--- src/rtl/jedro_1_pkg.sv ---
//==============================================================================
// Module   : jedro_1_pkg
// Brief    : Shared types for the jedro_1 instruction/data memory arbiter.
// Revision : 1.0 - initial release
//==============================================================================
`default_nettype none

package jedro_1_pkg;

    typedef enum logic [1:0] {
        ST_IDLE  = 2'd0,
        ST_ISSUE = 2'd1,
        ST_WAIT  = 2'd2
    } arb_state_e;

    typedef enum logic [1:0] {
        OWN_NONE  = 2'd0,
        OWN_INSTR = 2'd1,
        OWN_DATA  = 2'd2
    } arb_owner_e;

endpackage

`default_nettype wire

--- src/rtl/jedro_1_rr_arb2.sv ---
//==============================================================================
// Module   : jedro_1_rr_arb2
// Brief    : Two-way round-robin picker (instr vs data) with last-grant register.
// Revision : 1.0 - initial release
//==============================================================================
`default_nettype none

module jedro_1_rr_arb2 (
    input  logic clk_i,
    input  logic rst_i,
    input  logic req_instr_i,
    input  logic req_data_i,
    input  logic accept_i,
    output logic gnt_instr_o,
    output logic gnt_data_o
);

    // 1 when data held the last grant; reset favours instr on the first tie.
    logic last_data_q;
    logic last_data_d;

    always_comb begin
        gnt_instr_o = req_instr_i & (~req_data_i | last_data_q);
        gnt_data_o  = req_data_i  & (~req_instr_i | ~last_data_q);
        last_data_d = last_data_q;
        if (accept_i && (gnt_instr_o || gnt_data_o)) begin
            last_data_d = gnt_data_o;
        end
    end

    always_ff @(posedge clk_i or posedge rst_i) begin
        if (rst_i) begin
            last_data_q <= 1'b1;
        end else begin
            last_data_q <= last_data_d;
        end
    end

endmodule

`default_nettype wire

--- src/rtl/jedro_1_mem_arbiter.sv ---
//==============================================================================
// Module   : jedro_1_mem_arbiter
// Brief    : Shares one bytewrite SRAM port between jedro_1 instr and data buses.
// Revision : 1.0 - initial release
//==============================================================================
`default_nettype none

module jedro_1_mem_arbiter
    import jedro_1_pkg::*;
#(
    parameter int DATA_WIDTH     = 32,
    parameter int TIMEOUT_CYCLES = 16
) (
    input  logic                    clk_i,
    input  logic                    rst_i,
    input  logic                    instr_req_i,
    input  logic [DATA_WIDTH-1:0]   instr_addr_i,
    output logic                    instr_rvalid_o,
    output logic [DATA_WIDTH-1:0]   instr_rdata_o,
    output logic                    instr_err_o,
    input  logic                    data_req_i,
    input  logic [DATA_WIDTH/8-1:0] data_we_i,
    input  logic [DATA_WIDTH-1:0]   data_addr_i,
    input  logic [DATA_WIDTH-1:0]   data_wdata_i,
    output logic                    data_rvalid_o,
    output logic                    data_wvalid_o,
    output logic [DATA_WIDTH-1:0]   data_rdata_o,
    output logic                    data_err_o,
    output logic                    mem_req_o,
    output logic [DATA_WIDTH/8-1:0] mem_we_o,
    output logic [DATA_WIDTH-1:0]   mem_addr_o,
    output logic [DATA_WIDTH-1:0]   mem_wdata_o,
    input  logic                    mem_rvalid_i,
    input  logic                    mem_wvalid_i,
    input  logic [DATA_WIDTH-1:0]   mem_rdata_i,
    input  logic                    mem_err_i
);

    localparam int             TMO_W      = (TIMEOUT_CYCLES > 2) ? $clog2(TIMEOUT_CYCLES) : 1;
    localparam logic [TMO_W-1:0] C_TMO_LAST = TMO_W'(TIMEOUT_CYCLES - 1);

    arb_state_e               state_q, state_d;
    arb_owner_e               owner_q, owner_d;
    logic [TMO_W-1:0]         tmo_cnt_q, tmo_cnt_d;
    logic                     mem_req_q, mem_req_d;
    logic [DATA_WIDTH/8-1:0]  mem_we_q, mem_we_d;
    logic [DATA_WIDTH-1:0]    mem_addr_q, mem_addr_d;
    logic [DATA_WIDTH-1:0]    mem_wdata_q, mem_wdata_d;

    logic w_gnt_instr, w_gnt_data;
    logic w_in_wait, w_rsp, w_tmo, w_own_instr, w_own_data;

    jedro_1_rr_arb2 u_rr_arb2 (
        .clk_i       (clk_i),
        .rst_i       (rst_i),
        .req_instr_i (instr_req_i),
        .req_data_i  (data_req_i),
        .accept_i    (state_q == ST_IDLE),
        .gnt_instr_o (w_gnt_instr),
        .gnt_data_o  (w_gnt_data)
    );

    assign w_in_wait   = (state_q == ST_WAIT);
    assign w_rsp       = mem_rvalid_i | mem_wvalid_i | mem_err_i;
    assign w_tmo       = w_in_wait & (tmo_cnt_q == C_TMO_LAST);
    assign w_own_instr = w_in_wait & (owner_q == OWN_INSTR);
    assign w_own_data  = w_in_wait & (owner_q == OWN_DATA);

    // Responses reach only the owner, and only while a transaction is waiting.
    always_comb begin
        instr_rvalid_o = w_own_instr & mem_rvalid_i;
        instr_rdata_o  = instr_rvalid_o ? mem_rdata_i : '0;
        instr_err_o    = w_own_instr & (mem_err_i | w_tmo);
        data_rvalid_o  = w_own_data & mem_rvalid_i;
        data_wvalid_o  = w_own_data & mem_wvalid_i;
        data_rdata_o   = data_rvalid_o ? mem_rdata_i : '0;
        data_err_o     = w_own_data & (mem_err_i | w_tmo);
    end

    always_comb begin
        state_d     = state_q;
        owner_d     = owner_q;
        tmo_cnt_d   = tmo_cnt_q;
        mem_req_d   = 1'b0;
        mem_we_d    = mem_we_q;
        mem_addr_d  = mem_addr_q;
        mem_wdata_d = mem_wdata_q;
        case (state_q)
            ST_IDLE: begin
                if (w_gnt_data) begin
                    state_d     = ST_ISSUE;
                    owner_d     = OWN_DATA;
                    mem_req_d   = 1'b1;
                    mem_we_d    = data_we_i;
                    mem_addr_d  = data_addr_i;
                    mem_wdata_d = data_wdata_i;
                end else if (w_gnt_instr) begin
                    state_d     = ST_ISSUE;
                    owner_d     = OWN_INSTR;
                    mem_req_d   = 1'b1;
                    mem_we_d    = '0;
                    mem_addr_d  = instr_addr_i;
                    mem_wdata_d = '0;
                end
            end
            ST_ISSUE: begin
                state_d   = ST_WAIT;
                tmo_cnt_d = '0;
            end
            ST_WAIT: begin
                if (w_rsp || w_tmo) begin
                    state_d   = ST_IDLE;
                    owner_d   = OWN_NONE;
                    tmo_cnt_d = '0;
                end else begin
                    tmo_cnt_d = tmo_cnt_q + 1'b1;
                end
            end
            default: begin
                state_d = ST_IDLE;
                owner_d = OWN_NONE;
            end
        endcase
    end

    always_ff @(posedge clk_i or posedge rst_i) begin
        if (rst_i) begin
            state_q     <= ST_IDLE;
            owner_q     <= OWN_NONE;
            tmo_cnt_q   <= '0;
            mem_req_q   <= 1'b0;
            mem_we_q    <= '0;
            mem_addr_q  <= '0;
            mem_wdata_q <= '0;
        end else begin
            state_q     <= state_d;
            owner_q     <= owner_d;
            tmo_cnt_q   <= tmo_cnt_d;
            mem_req_q   <= mem_req_d;
            mem_we_q    <= mem_we_d;
            mem_addr_q  <= mem_addr_d;
            mem_wdata_q <= mem_wdata_d;
        end
    end

    assign mem_req_o   = mem_req_q;
    assign mem_we_o    = mem_we_q;
    assign mem_addr_o  = mem_addr_q;
    assign mem_wdata_o = mem_wdata_q;

endmodule

`default_nettype wire

--- config.mk ---
export PLATFORM = sky130hd
export DESIGN_NAME = jedro_1_mem_arbiter
export DESIGN_NICKNAME = d
export VERILOG_FILES = /design/src/rtl/jedro_1_pkg.sv /design/src/rtl/jedro_1_rr_arb2.sv /design/src/rtl/jedro_1_mem_arbiter.sv
export SDC_FILE = /design/constraint.sdc
export NUM_CORES = 1
export LEC_CHECK = 0
export BUFFER_PORTS_ARGS = -buffer_cell sky130_fd_sc_hd__buf_2
export CAP_MARGIN = 20
export CORE_AREA = 3 3 107 109
export CTS_BUF_LIST = sky130_fd_sc_hd__clkbuf_2 sky130_fd_sc_hd__clkbuf_4 sky130_fd_sc_hd__clkbuf_8
export DETAILED_ROUTE_END_ITERATION = 16
export DIE_AREA = 0 0 110 112
export GPL_TIMING_DRIVEN = 0
export HOLD_SLACK_MARGIN = 0.06
export PLACE_DENSITY = 0.8
export SLEW_MARGIN = 15
export SYNTH_ARGS = -nofsm -noshare
export SYNTH_HDL_FRONTEND = slang
export SYNTH_SLANG_ARGS = --single-unit
--- constraint.sdc ---
create_clock -name clk_i -period 2.1 [get_ports clk_i]
set_input_delay 0.21 -clock clk_i [delete_from_list [all_inputs] [get_ports clk_i]]
set_output_delay 0.21 -clock clk_i [all_outputs]
set_load 0.01 [all_outputs]
==> run metrics <==
outcome=finished, final reports clean; RSZ-0062 raised after global routing=true; Synth Register Bits=78; share of cells above drive strength 1=53.8%; min-delay worst type=in2reg; Tot GR Track Use=20.5%; Layout Cells excl Fill=just over 800; core area=about 11000 µm²; synthesized area=between 3000 and 4000 µm²; Pre-Repair DR Iteration Count=4; Final GP Congestion=approximately 0.79; relative slew slack=between 70% and 80%; min Tclk post-route=between 2000 and 2500 ps; Ys Warns=0; Critical Path RT=1890 ps; Post-DP HPWL=9980 µm; flop-to-flop setup slack=220 ps; footprint of the multi-input gates=1730 µm²; post-place setup slack=37.8 ps; first-pass GRT wire length=19600 µm; Pins Over Slew Limit=0; Total Nets Final=812; Via density=4.77; DRT antenna net count=0; CP Capture Type=primary output; # fillers=897; Root Driver=clkbuf_8; total wire length=13400 µm; Die Span Y=112 µm; storage element area=slightly below 2000 µm²; Setup crit start kind=flop; Max IR drop VDD=0.619 mV; final core occ=between 50% and 60%; most frequent cells in the layout=buf_2 (266), dfrtp_1 (77), and2_1 (43); Reg clk slew, reported paths=90 ps; number of remaining DRC errors=0; routed len/inst=16.5 µm; gr ovfl total=0; Ant. Diodes=0; clock buffer depth=2; syn nets=491; Setup-failing EPs final=0; number of H-tree levels=3; cells on worst reg2reg path=7; Power Total=0.00651 W; largest net degree at the start of global routing=37; die area=12300 µm²; vias post-DR=3882; 1st-iter DRT viols=151; row cnt=38; Critical R2R Capture=owner_q[0]$_DFFE_PP0P_; vias in the first global route=3987; CP arrival=1870 ps; die width=roughly 110 µm; crit path capture=instr_rdata_o[12]; Clk Latency, worst-skew pair=~350 ps; leakage=3.42 nW; Port Buf Inserts=276; Mapped Cells=347; Post-Place Cells=765; setup slack after layout=23.5 ps; Finished Cell Area=a little over 6000 µm²; boundary pin count=277; worst slew pin tran=432 ps; critical path class=reg2out; crit path launch=state_q[0]$_DFFE_PP0P_; area grow syn2layout=63.0%; Seq/Total Area, Yosys=51.7%; Starting Density=35.3%; post-route clock period utilization=98.9%; skew final=16.5 ps; CTS tree=built; placed cell area=between 5000 and 6000 µm²; Max Freq=0.482 GHz; Reg-to-Reg Start=state_q[0]$_DFFE_PP0P_; Fin. Hold Viols=0; initial antenna violation count=1; Num CTS Buffers=9; syn avg cell area=10.9 µm²; Worst Path Max Fanout=5; clk sinks=78; pwr dens=1060 nW/µm²; most common cell after layout, fill and taps aside=buf_2; max-cap viol count=0; library cells used by synthesis=33
-- critical path, stage by stage (launching register included) --
cell	delay, ps
dfrtp_1	400
inv_2	100
ha_4	170
nand2_4	60
nor3b_4	240
buf_6	170
clkbuf_16	140
and2_4	130
buf_6	100
-- power by group --
| part | switching (W) | internal (W) | leakage [nW] |
|---|---|---|---|
| Combinational | 0.00156 | 0.00135 | 2.33 |
| Sequential | 0.000353 | 0.00213 | 0.990 |
| Clock | 0.000533 | 0.000588 | 0.105 |
-- area by class of cell --
type / instances / area share (%)
repair buffers: 310 / 30.5
plain buffers: 25 / 3.03
clock inverters: 4 / 0.793
clock buffers: 12 / 2.38
well taps: 140 / 2.85
multi-input cells: 236 / 28.1
inverters: 8 / 0.549
flip-flops and latches: 78 / 31.7
-- cells in the mapped netlist --
master / instances / area (µm²)
a211oi_1: 1 / 7.51
a21boi_0: 1 / 7.51
a21boi_1: 1 / 7.51
a21o_1: 1 / 7.51
a21oi_1: 2 / 10.0
a22o_1: 36 / 315
and2_1: 65 / 407
and3_1: 1 / 6.26
and4b_1: 2 / 20.0
buf_2: 11 / 55.1
buf_4: 4 / 30.0
buf_6: 3 / 33.8
clkbuf_1: 7 / 26.3
dfrtp_1: 77 / 1930
dfstp_2: 1 / 26.3
ha_1: 5 / 62.6
inv_1: 8 / 30.0
mux2_2: 3 / 33.8
mux2i_1: 33 / 330
nand2_1: 35 / 131
nand2b_1: 3 / 18.8
nand3_1: 1 / 5.00
nand4_1: 2 / 12.5
nor2b_1: 2 / 12.5
nor3_1: 1 / 5.00
nor3b_1: 1 / 7.51
nor3b_2: 1 / 12.5
nor4b_1: 1 / 8.76
nor4b_4: 1 / 23.8
o21ai_0: 34 / 170
o22ai_1: 1 / 6.26
o2bb2ai_1: 1 / 8.76
o311ai_0: 1 / 8.76
-- logic make-up after synthesis --
| logic type | after synthesis | synth area share, % |
|---|---|---|
| and+or+nand+nor | 116 | 17.8 |
| DFF | 78 | 51.7 |
| AOI/OAI and AO/OA | 79 | 14.6 |
| muxes | 36 | 9.65 |
| adders and majority gates | 5 | 1.66 |
| buffers and inverters | 33 | 4.64 |
-- state kept, by name, indices dropped and copies added (netlist names) --
register / flops
mem_addr_o: 32
mem_req_o: 1
mem_wdata_o: 32
mem_we_o: 4
owner_q: 2
state_q: 2
tmo_cnt_q: 4
u_rr_arb2.last_data_q: 1
-- metrics by stage --
step	TNS (ps)	hold slack, ps
after floorplan	0	343
after global placement	0	426
after detailed placement	0	186
after CTS	0	60.7
after global routing	-1450	65.9
final	0	85.0
-- timing repair --
action                     CTS  global route
buffers inserted             3             6
hold buffers                20             0
hold endpoints to repair    28             0
cloned                       1             2
pin swaps                    2            20
setup endpoints to repair   64            52
gates resized for setup     18            61
-- metal layers --
| metal | track usage, % | share of wire (%) | vias up | wire length (µm) |
|---|---|---|---|---|
| li1 | - | - | 1841 | - |
| met1 | 22.0 | 36 | 1818 | 4860 |
| met2 | 37.8 | 53 | 197 | 7170 |
| met3 | 5.22 | 8.2 | 26 | 1100 |
| met4 | 7.73 | 2.2 | 0 | 295 |
| met5 | 0 | 0 | - | 0 |
-- how the worst min path moves through the flow --
stage / from / cells after the start / slack [ps] / endpoint
3_5_place_dp: rst_i / 2 / 190 / mem_wdata_o[26]$_DFFE_PP0P_
2_1_floorplan: data_wdata_i[29] / 1 / 340 / mem_wdata_o[29]$_DFFE_PP0P_
6_report: data_wdata_i[23] / 2 / 90 / mem_wdata_o[23]$_DFFE_PP0P_
3_3_place_gp: data_wdata_i[16] / 2 / 430 / mem_wdata_o[16]$_DFFE_PP0P_
4_1_cts: data_wdata_i[6] / 2 / 60 / mem_wdata_o[6]$_DFFE_PP0P_
5_1_grt: data_wdata_i[23] / 2 / 70 / mem_wdata_o[23]$_DFFE_PP0P_
Note: power is estimated with default switching activity, not from simulation.
